File: config.mk
export PLATFORM = sky130hd
export DESIGN_NAME = ifu_flat
export DESIGN_NICKNAME = d
export VERILOG_FILES = /design/src/rtl/ifu_if.sv /design/src/rtl/ifu.sv /design/src/flat_wrapper.sv
export SDC_FILE = /design/constraint.sdc
export NUM_CORES = 1
export LEC_CHECK = 0
export BUFFER_PORTS_ARGS = -buffer_cell sky130_fd_sc_hd__buf_2
export CAP_MARGIN = 20
export CELL_PAD_IN_SITES_DETAIL_PLACEMENT = 2
export CELL_PAD_IN_SITES_GLOBAL_PLACEMENT = 2
export CORE_MARGIN = 2
export CORE_UTILIZATION = 28
export DETAILED_ROUTE_END_ITERATION = 10
export GPL_ROUTABILITY_DRIVEN = 1
export HOLD_SLACK_MARGIN = 0.12
export PLACE_DENSITY = 0.81
export SKIP_CTS_REPAIR_TIMING = 1
export SKIP_LAST_GASP = 1
export SLEW_MARGIN = 30
export SYNTH_ARGS = -nofsm -noshare
export SYNTH_HDL_FRONTEND = slang
export SYNTH_SLANG_ARGS = --single-unit
File: constraint.sdc
create_clock -name clock -period 3.5 [get_ports clock]
set_input_delay 0.875 -clock clock [delete_from_list [all_inputs] [get_ports clock]]
set_output_delay 0.875 -clock clock [all_outputs]
set_load 0.02 [all_outputs]
File: src/rtl/ifu_if.sv
// Fetch-unit bus bundle: pc register port, execute redirect,
// instruction memory request/response and decode handoff.
// master = fetch unit view, slave = surrounding pipeline/memory view.
interface ifu_if #(
   parameter int XLEN = 32
);
   logic [XLEN-1:0] pc;
   logic            pc_wen;
   logic [XLEN-1:0] pc_wdata;
   logic            redirect_valid;
   logic [XLEN-1:0] redirect_pc;
   logic            req_valid;
   logic            req_ready;
   logic [XLEN-1:0] req_addr;
   logic            resp_valid;
   logic [XLEN-1:0] resp_data;
   logic            resp_err;
   logic            inst_valid;
   logic            inst_ready;
   logic [XLEN-1:0] inst;
   logic [XLEN-1:0] inst_pc;
   logic            inst_fault;

   modport master (
      input  pc, redirect_valid, redirect_pc,
      input  req_ready, resp_valid, resp_data, resp_err,
      input  inst_ready,
      output pc_wen, pc_wdata,
      output req_valid, req_addr,
      output inst_valid, inst, inst_pc, inst_fault
   );

   modport slave (
      output pc, redirect_valid, redirect_pc,
      output req_ready, resp_valid, resp_data, resp_err,
      output inst_ready,
      input  pc_wen, pc_wdata,
      input  req_valid, req_addr,
      input  inst_valid, inst, inst_pc, inst_fault
   );
endinterface

File: src/rtl/ifu.sv
// Instruction fetch unit: one outstanding read, no prefetch buffer.
// Ports: clock, reset_n (async active-low), bus (ifu_if.master).
module ifu #(
   parameter int XLEN    = 32,
   parameter int PC_STEP = 4
) (
   input  logic  clock,
   input  logic  reset_n,
   ifu_if.master bus
);

   typedef enum logic [1:0] {
      IDLE,
      REQ,
      WAIT,
      HOLD
   } state_t;

   state_t          state_q, state_d;
   logic            kill_q, kill_d;
   logic [XLEN-1:0] req_addr_q, req_addr_d;
   logic [XLEN-1:0] inst_q, inst_d;
   logic [XLEN-1:0] inst_pc_q, inst_pc_d;
   logic            fault_q, fault_d;

   logic            accept;
   logic            pc_wen;
   logic [XLEN-1:0] pc_wdata;
   logic [XLEN-1:0] next_pc;
   logic            fetch;

   always_ff @(posedge clock or negedge reset_n) begin
      if (!reset_n) begin
         state_q    <= IDLE;
         kill_q     <= 1'b0;
         req_addr_q <= '0;
         inst_q     <= '0;
         inst_pc_q  <= '0;
         fault_q    <= 1'b0;
      end else begin
         state_q    <= state_d;
         kill_q     <= kill_d;
         req_addr_q <= req_addr_d;
         inst_q     <= inst_d;
         inst_pc_q  <= inst_pc_d;
         fault_q    <= fault_d;
      end
   end

   always_comb begin
      accept   = (state_q == HOLD) && bus.inst_ready;
      // redirect overrides a same-cycle decode accept
      pc_wen   = bus.redirect_valid || accept;
      pc_wdata = bus.redirect_valid ? bus.redirect_pc
                                    : bus.pc + XLEN'(PC_STEP);
      next_pc  = pc_wen ? pc_wdata : bus.pc;

      state_d    = state_q;
      kill_d     = kill_q;
      req_addr_d = req_addr_q;
      inst_d     = inst_q;
      inst_pc_d  = inst_pc_q;
      fault_d    = fault_q;
      fetch      = 1'b0;

      unique case (state_q)
         IDLE: fetch = 1'b1;
         REQ: begin
            // request stays up even when killed
            if (bus.redirect_valid) kill_d = 1'b1;
            if (bus.req_ready) state_d = WAIT;
         end
         WAIT: begin
            if (bus.resp_valid) begin
               if (kill_q || bus.redirect_valid) begin
                  kill_d  = 1'b0;
                  state_d = IDLE;
               end else begin
                  inst_d    = bus.resp_data;
                  inst_pc_d = req_addr_q;
                  fault_d   = bus.resp_err;
                  state_d   = HOLD;
               end
            end else if (bus.redirect_valid) begin
               kill_d = 1'b1;
            end
         end
         HOLD: fetch = pc_wen;
         default: state_d = IDLE;
      endcase

      if (fetch) begin
         req_addr_d = next_pc;
         if (next_pc[1:0] != 2'b00) begin
            // misaligned: report fault without touching memory
            inst_d    = '0;
            inst_pc_d = next_pc;
            fault_d   = 1'b1;
            state_d   = HOLD;
         end else begin
            state_d = REQ;
         end
      end
   end

   assign bus.pc_wen     = pc_wen;
   assign bus.pc_wdata   = pc_wdata;
   assign bus.req_valid  = (state_q == REQ);
   assign bus.req_addr   = req_addr_q;
   assign bus.inst_valid = (state_q == HOLD);
   assign bus.inst       = inst_q;
   assign bus.inst_pc    = inst_pc_q;
   assign bus.inst_fault = fault_q;

endmodule

File: src/flat_wrapper.sv
// flat-port wrapper written by rule: the top's interface ports become plain ports
module ifu_flat 
#(
   parameter int XLEN    = 32,
   parameter int PC_STEP = 4
)
  (clock, reset_n, bus_pc, bus_redirect_valid, bus_redirect_pc, bus_req_ready, bus_resp_valid, bus_resp_data, bus_resp_err, bus_inst_ready, bus_pc_wen, bus_pc_wdata, bus_req_valid, bus_req_addr, bus_inst_valid, bus_inst, bus_inst_pc, bus_inst_fault);
  ifu_if #(.XLEN(XLEN)) bus_i ();
  input  logic clock;
  input  logic reset_n;
  input wire logic [$bits(bus_i.pc)-1:0] bus_pc;
  input wire logic [$bits(bus_i.redirect_valid)-1:0] bus_redirect_valid;
  input wire logic [$bits(bus_i.redirect_pc)-1:0] bus_redirect_pc;
  input wire logic [$bits(bus_i.req_ready)-1:0] bus_req_ready;
  input wire logic [$bits(bus_i.resp_valid)-1:0] bus_resp_valid;
  input wire logic [$bits(bus_i.resp_data)-1:0] bus_resp_data;
  input wire logic [$bits(bus_i.resp_err)-1:0] bus_resp_err;
  input wire logic [$bits(bus_i.inst_ready)-1:0] bus_inst_ready;
  output wire logic [$bits(bus_i.pc_wen)-1:0] bus_pc_wen;
  output wire logic [$bits(bus_i.pc_wdata)-1:0] bus_pc_wdata;
  output wire logic [$bits(bus_i.req_valid)-1:0] bus_req_valid;
  output wire logic [$bits(bus_i.req_addr)-1:0] bus_req_addr;
  output wire logic [$bits(bus_i.inst_valid)-1:0] bus_inst_valid;
  output wire logic [$bits(bus_i.inst)-1:0] bus_inst;
  output wire logic [$bits(bus_i.inst_pc)-1:0] bus_inst_pc;
  output wire logic [$bits(bus_i.inst_fault)-1:0] bus_inst_fault;
  assign bus_i.pc = bus_pc;
  assign bus_i.redirect_valid = bus_redirect_valid;
  assign bus_i.redirect_pc = bus_redirect_pc;
  assign bus_i.req_ready = bus_req_ready;
  assign bus_i.resp_valid = bus_resp_valid;
  assign bus_i.resp_data = bus_resp_data;
  assign bus_i.resp_err = bus_resp_err;
  assign bus_i.inst_ready = bus_inst_ready;
  assign bus_pc_wen = bus_i.pc_wen;
  assign bus_pc_wdata = bus_i.pc_wdata;
  assign bus_req_valid = bus_i.req_valid;
  assign bus_req_addr = bus_i.req_addr;
  assign bus_inst_valid = bus_i.inst_valid;
  assign bus_inst = bus_i.inst;
  assign bus_inst_pc = bus_i.inst_pc;
  assign bus_inst_fault = bus_i.inst_fault;
  ifu #(.XLEN(XLEN), .PC_STEP(PC_STEP)) u_core (.clock(clock), .reset_n(reset_n), .bus(bus_i));
endmodule
; Word-level counts from Yosys, hierarchy flattened
; Cells that the tools add are included.
[totals]
reg_bits = 100
[op_classes]
n_addsub = 1
eq_ne = 6
muxes = 28
reduce_logical = 9
[ops]
columns = cell, count
row1 = $mux W32, 12
row2 = $add A32 B3 Y32 const B, 1
row3 = $mux W2, 5
row4 = $ne A3 B2 Y1 const B, 3
row5 = $mux W1, 8
row6 = $eq A2 B2 Y1 const B, 2
row7 = $pmux W1 S2, 2
row8 = $pmux W2 S2, 1
row9 = $reduce_bool A2 Y1, 2
row10 = $reduce_and A3 Y1, 1
row11 = $reduce_bool A3 Y1, 1
row12 = $eq A2 B1 Y1 const B, 1
row13 = $logic_not A2 Y1, 1
row14 = $logic_or A1 B1 Y1, 2
row15 = $reduce_and A2 Y1, 1
row16 = $logic_and A1 B1 Y1, 1

; Logic depth before layout (Yosys ltp)
[depth]
depth_word = 7
depth_mapped = 9
mapped_depth_nobuf = 7

; Worst setup path before layout
; No wires, ideal clock.
[synth_path]
path_kind = input-to-output
start = input port bus_pc[19]
end = output port bus_pc_wdata[31]
arrival_ps = 2451
required_ps = 2625
path_slack_ps = 174
stages = 6
n_path_buf = 1
path_cell_list = clkbuf_1 -> nand3_1 -> nor3_2 -> nand4_1 -> xor2_1 -> a21boi_0
[synth_between]
elab_chain_cells = 2
[synth_lines]
columns = element, line_no
row1 = "start, declared", flat_wrapper.sv:11  ; input wire logic [$bits(bus_i.pc)-1:0] bus_pc;
row2 = $add A32 B3 Y32, ifu.sv:55  ; : bus.pc + XLEN'(PC_STEP);
row3 = $mux W32, ifu.sv:54  ; pc_wdata = bus.redirect_valid ? bus.redirect_pc
row4 = "end, declared", flat_wrapper.sv:20  ; output wire logic [$bits(bus_i.pc_wdata)-1:0] bus_pc_wdata;
; Every way passes these cells.

; Final worst setup path
[layout_path]
start = input port bus_pc[2]
end = output port bus_pc_wdata[20]
; The elaborated chain is that of the path after synthesis.

==> results.toml <==
[placed_design]
gp_congestion = 0.865
dpl_cell_area_sq_um = 7750
dpl.cell_count = 1232
io_buffer_count = 234
dp.final_hpwl_mm = 20.2

[pwr]
power_density_nw_per_um2 = 846
peakVddDrop_mv = 0.331
p_leak_uw = 0.00378
power.total_uw = 6870

[critical_path]
start_kind = "input port"
endpoint_kind = "output port"
crit_fanout = 7
required_ns = 2.62
critPathKind = "input port to output port"
cp.arrival_ns = 2.52

[synthesis]
synthCells = 736
synth-compound-area-share_pct = 16.5
synth_edf_count = 0
synthAdderAreaFrac_pct = 1.02
postSynth.asyncResetShare_pct = 100
syn_nets = 844
post-synth-top-area-cell = "dfrtp_1"
muxShareOfSynthArea_pct = 5.87
ys.flop_type = "dfrtp_1"
ys_warn_count = 0
ys_seq_elements = 100
yosysSeqAreaShare_pct = 40.9
synth_top_family_by_area = "simple AND/OR/NAND/NOR gates"
synthXorXnorAreaFrac_pct = 6.16
syn_area_per_cell_sq_um = 8.31
netlist_area_sq_um = 6110
synth_top_area_share_pct = 40.9
ys_types = 54
synth_simple_gate_area_share_pct = 24.8
synth_area_leaders = "dfrtp_1, nand2_1, a21oi_1"

[detailed_routing]
routedWlPerCell_microns = 20.9
num_vias = 6494
antenna_left = 0
drt_iter0_drc = 209
routed_wl_mm = 26.1
drtPass1Iterations = 4
drcViolationCount = 0
via_per_inst = 5.20

[timing]
hold_ws_ns = 0.513
worstMarginPinSlew_ns = 0.784
finalClockSkew_ns = 0.00922
final_max_slew_viol_count = 0
final_hold_viol_count = 0
setup_violations = 0
finalCritPeriodShare_pct = 97.1
period_minus_slack_ns = 3.40
rsz0062_at_grt = "yes"
slew_headroom_pct = 47.0
timing.fmax_mhz = 294

[clocking]
clk_pin_slew_ns = 0.07
cts_tree = "done"
cts_max_path_buffers = 2
cts_made_buffers = 9
cts_max_level = 3
root_buffer = "clkbuf_16"
cts.sinks = 100
insertion_delay_ns = 0.35

[cells_and_area]
fin_util_pct = 37.6
syn_to_final_growth_pct = 32.8
nets = 1071
drive_gt1_share_pct = 32.5
instances_no_fill = 1248
n_antenna_cell = 0
design_area_sq_um = 8120

[die]
die_area_sq_um = 23000
io_pins = 235
die-height_microns = 152
die_w_microns = 152
core_area_sq_um = 21600
start_util_pct = 28.3
row_count = 54

[grt]
antenna_found_initial = 0
grt_pass1_wl_mm = 39.2
grt_start_max_net_pins = 55
grt_use_total_pct = 22.3
grt_overflow = 0
grt_pass1_vias = 6808

[worst_hold_path]
min_path_type = "register to register"

[status]
outcome = "finished clean"

[job]
drv_cap = 0
cell families (layout without fill, tap and decap cells):
family                   after synthesis  after routing
adder cells (fa/ha/maj)                5              5
AO/OA/AOI/OAI                        168            168
AND/OR/NAND/NOR                      319            319
buffers and inverters                 66            298
XOR/XNOR                              43             43
flip-flops                           100            100
multiplexers                          35             35
metrics by stage:
stage,setup TNS (ns),worst slack [ns]
after global routing,-0.0218,-0.0145
final,0,0.103
after CTS,0,0.0971
after detailed placement,0,0.103
after floorplan,0,0.174
after global placement,0,0.148
cell usage after synthesis (3+ instances only):
cell type / n
nand4_1: 15
o21ai_1: 3
o21ai_0: 26
nor2_1: 27
nor3_1: 16
nand3_1: 22
a31oi_1: 6
o311ai_0: 3
buf_2: 19
o22ai_1: 7
a21oi_1: 84
xor2_1: 29
a221oi_2: 3
buf_4: 3
inv_1: 9
xnor2_1: 14
or3_1: 4
o31a_1: 5
ha_1: 5
mux2_2: 7
nand2_1: 170
nor4_1: 9
dfrtp_1: 100
o21a_1: 3
nand2b_1: 15
a21boi_1: 3
a21o_1: 4
mux2i_1: 28
clkbuf_1: 30
nor3_2: 4
buf_1: 3
and3_1: 21
a21boi_0: 10
worst max-delay path: stages:
cell	delay, ns
buf_2	0.13
ha_1	0.27
nand2_1	0.12
nor3_2	0.18
buf_4	0.19
nand4_1	0.13
xor2_1	0.18
a21boi_1	0.22
buf_2	0.20
metal layers:
layer | global-route usage [%] | part of all wire, % | up-vias
met5 | 0 | 0 | -
met4 | 5.37 | 1.6 | 0
met3 | 3.11 | 5.4 | 24
met2 | 39.1 | 49 | 197
met1 | 29.1 | 44 | 3264
li1 | - | - | 3009
layout by cell type, fill, tap and decap left out, types with 10 or more instances in the layout:
cell type / count
buf_2: 233
nand2_1: 170
dfrtp_1: 100
a21oi_1: 83
buf_4: 37
xor2_1: 29
mux2i_1: 28
nor2_1: 27
o21ai_0: 26
nand3_1: 21
and3_1: 21
nor3_1: 16
nand4_1: 15
nand2b_1: 15
xnor2_1: 14
a21boi_0: 10
worst paths after layout:
kind	start	endpoint	slack, ns	cells after the start
worst max-delay path	bus_pc[2]	bus_pc_wdata[20]	0.10	9
worst min-delay path	u_core.bus.req_addr[11]	u_core.bus.req_addr[11]	0.51	2
worst max register to register	u_core.state_q[0]	u_core.bus.req_addr[14]	0.70	6
worst min register to register	u_core.bus.req_addr[11]	u_core.bus.req_addr[11]	0.51	2
max in group asynchronous	reset_n	u_core.bus.inst[5]	2.14	2
min in group asynchronous	reset_n	u_core.bus.inst[21]	0.59	1
cell type report:
| class | count | area (sq um) |
|---|---|---|
| tap | 280 | 350 |
| clock buffer | 11 | 253 |
| fill | 2513 | 13500 |
| timing repair buffer | 273 | 1500 |
| multi-input combinational | 570 | 3370 |
| inverter | 9 | 33.8 |
| clock inverter | 5 | 108 |
| sequential | 100 | 2500 |
state kept, by name (all words and copies together) (netlist names):
register / count
u_core.kill_q: 1
u_core.bus.inst: 32
u_core.state_q: 2
u_core.bus.inst_fault: 1
u_core.bus.req_addr: 32
u_core.bus.inst_pc: 32
power by group:
group,switching (uW),internal (uW),total (uW)
sequential,367,1740,2110
clock,469,742,1210
combinational,2330,1220,3550
Note: power is estimated with default switching activity, not from simulation.
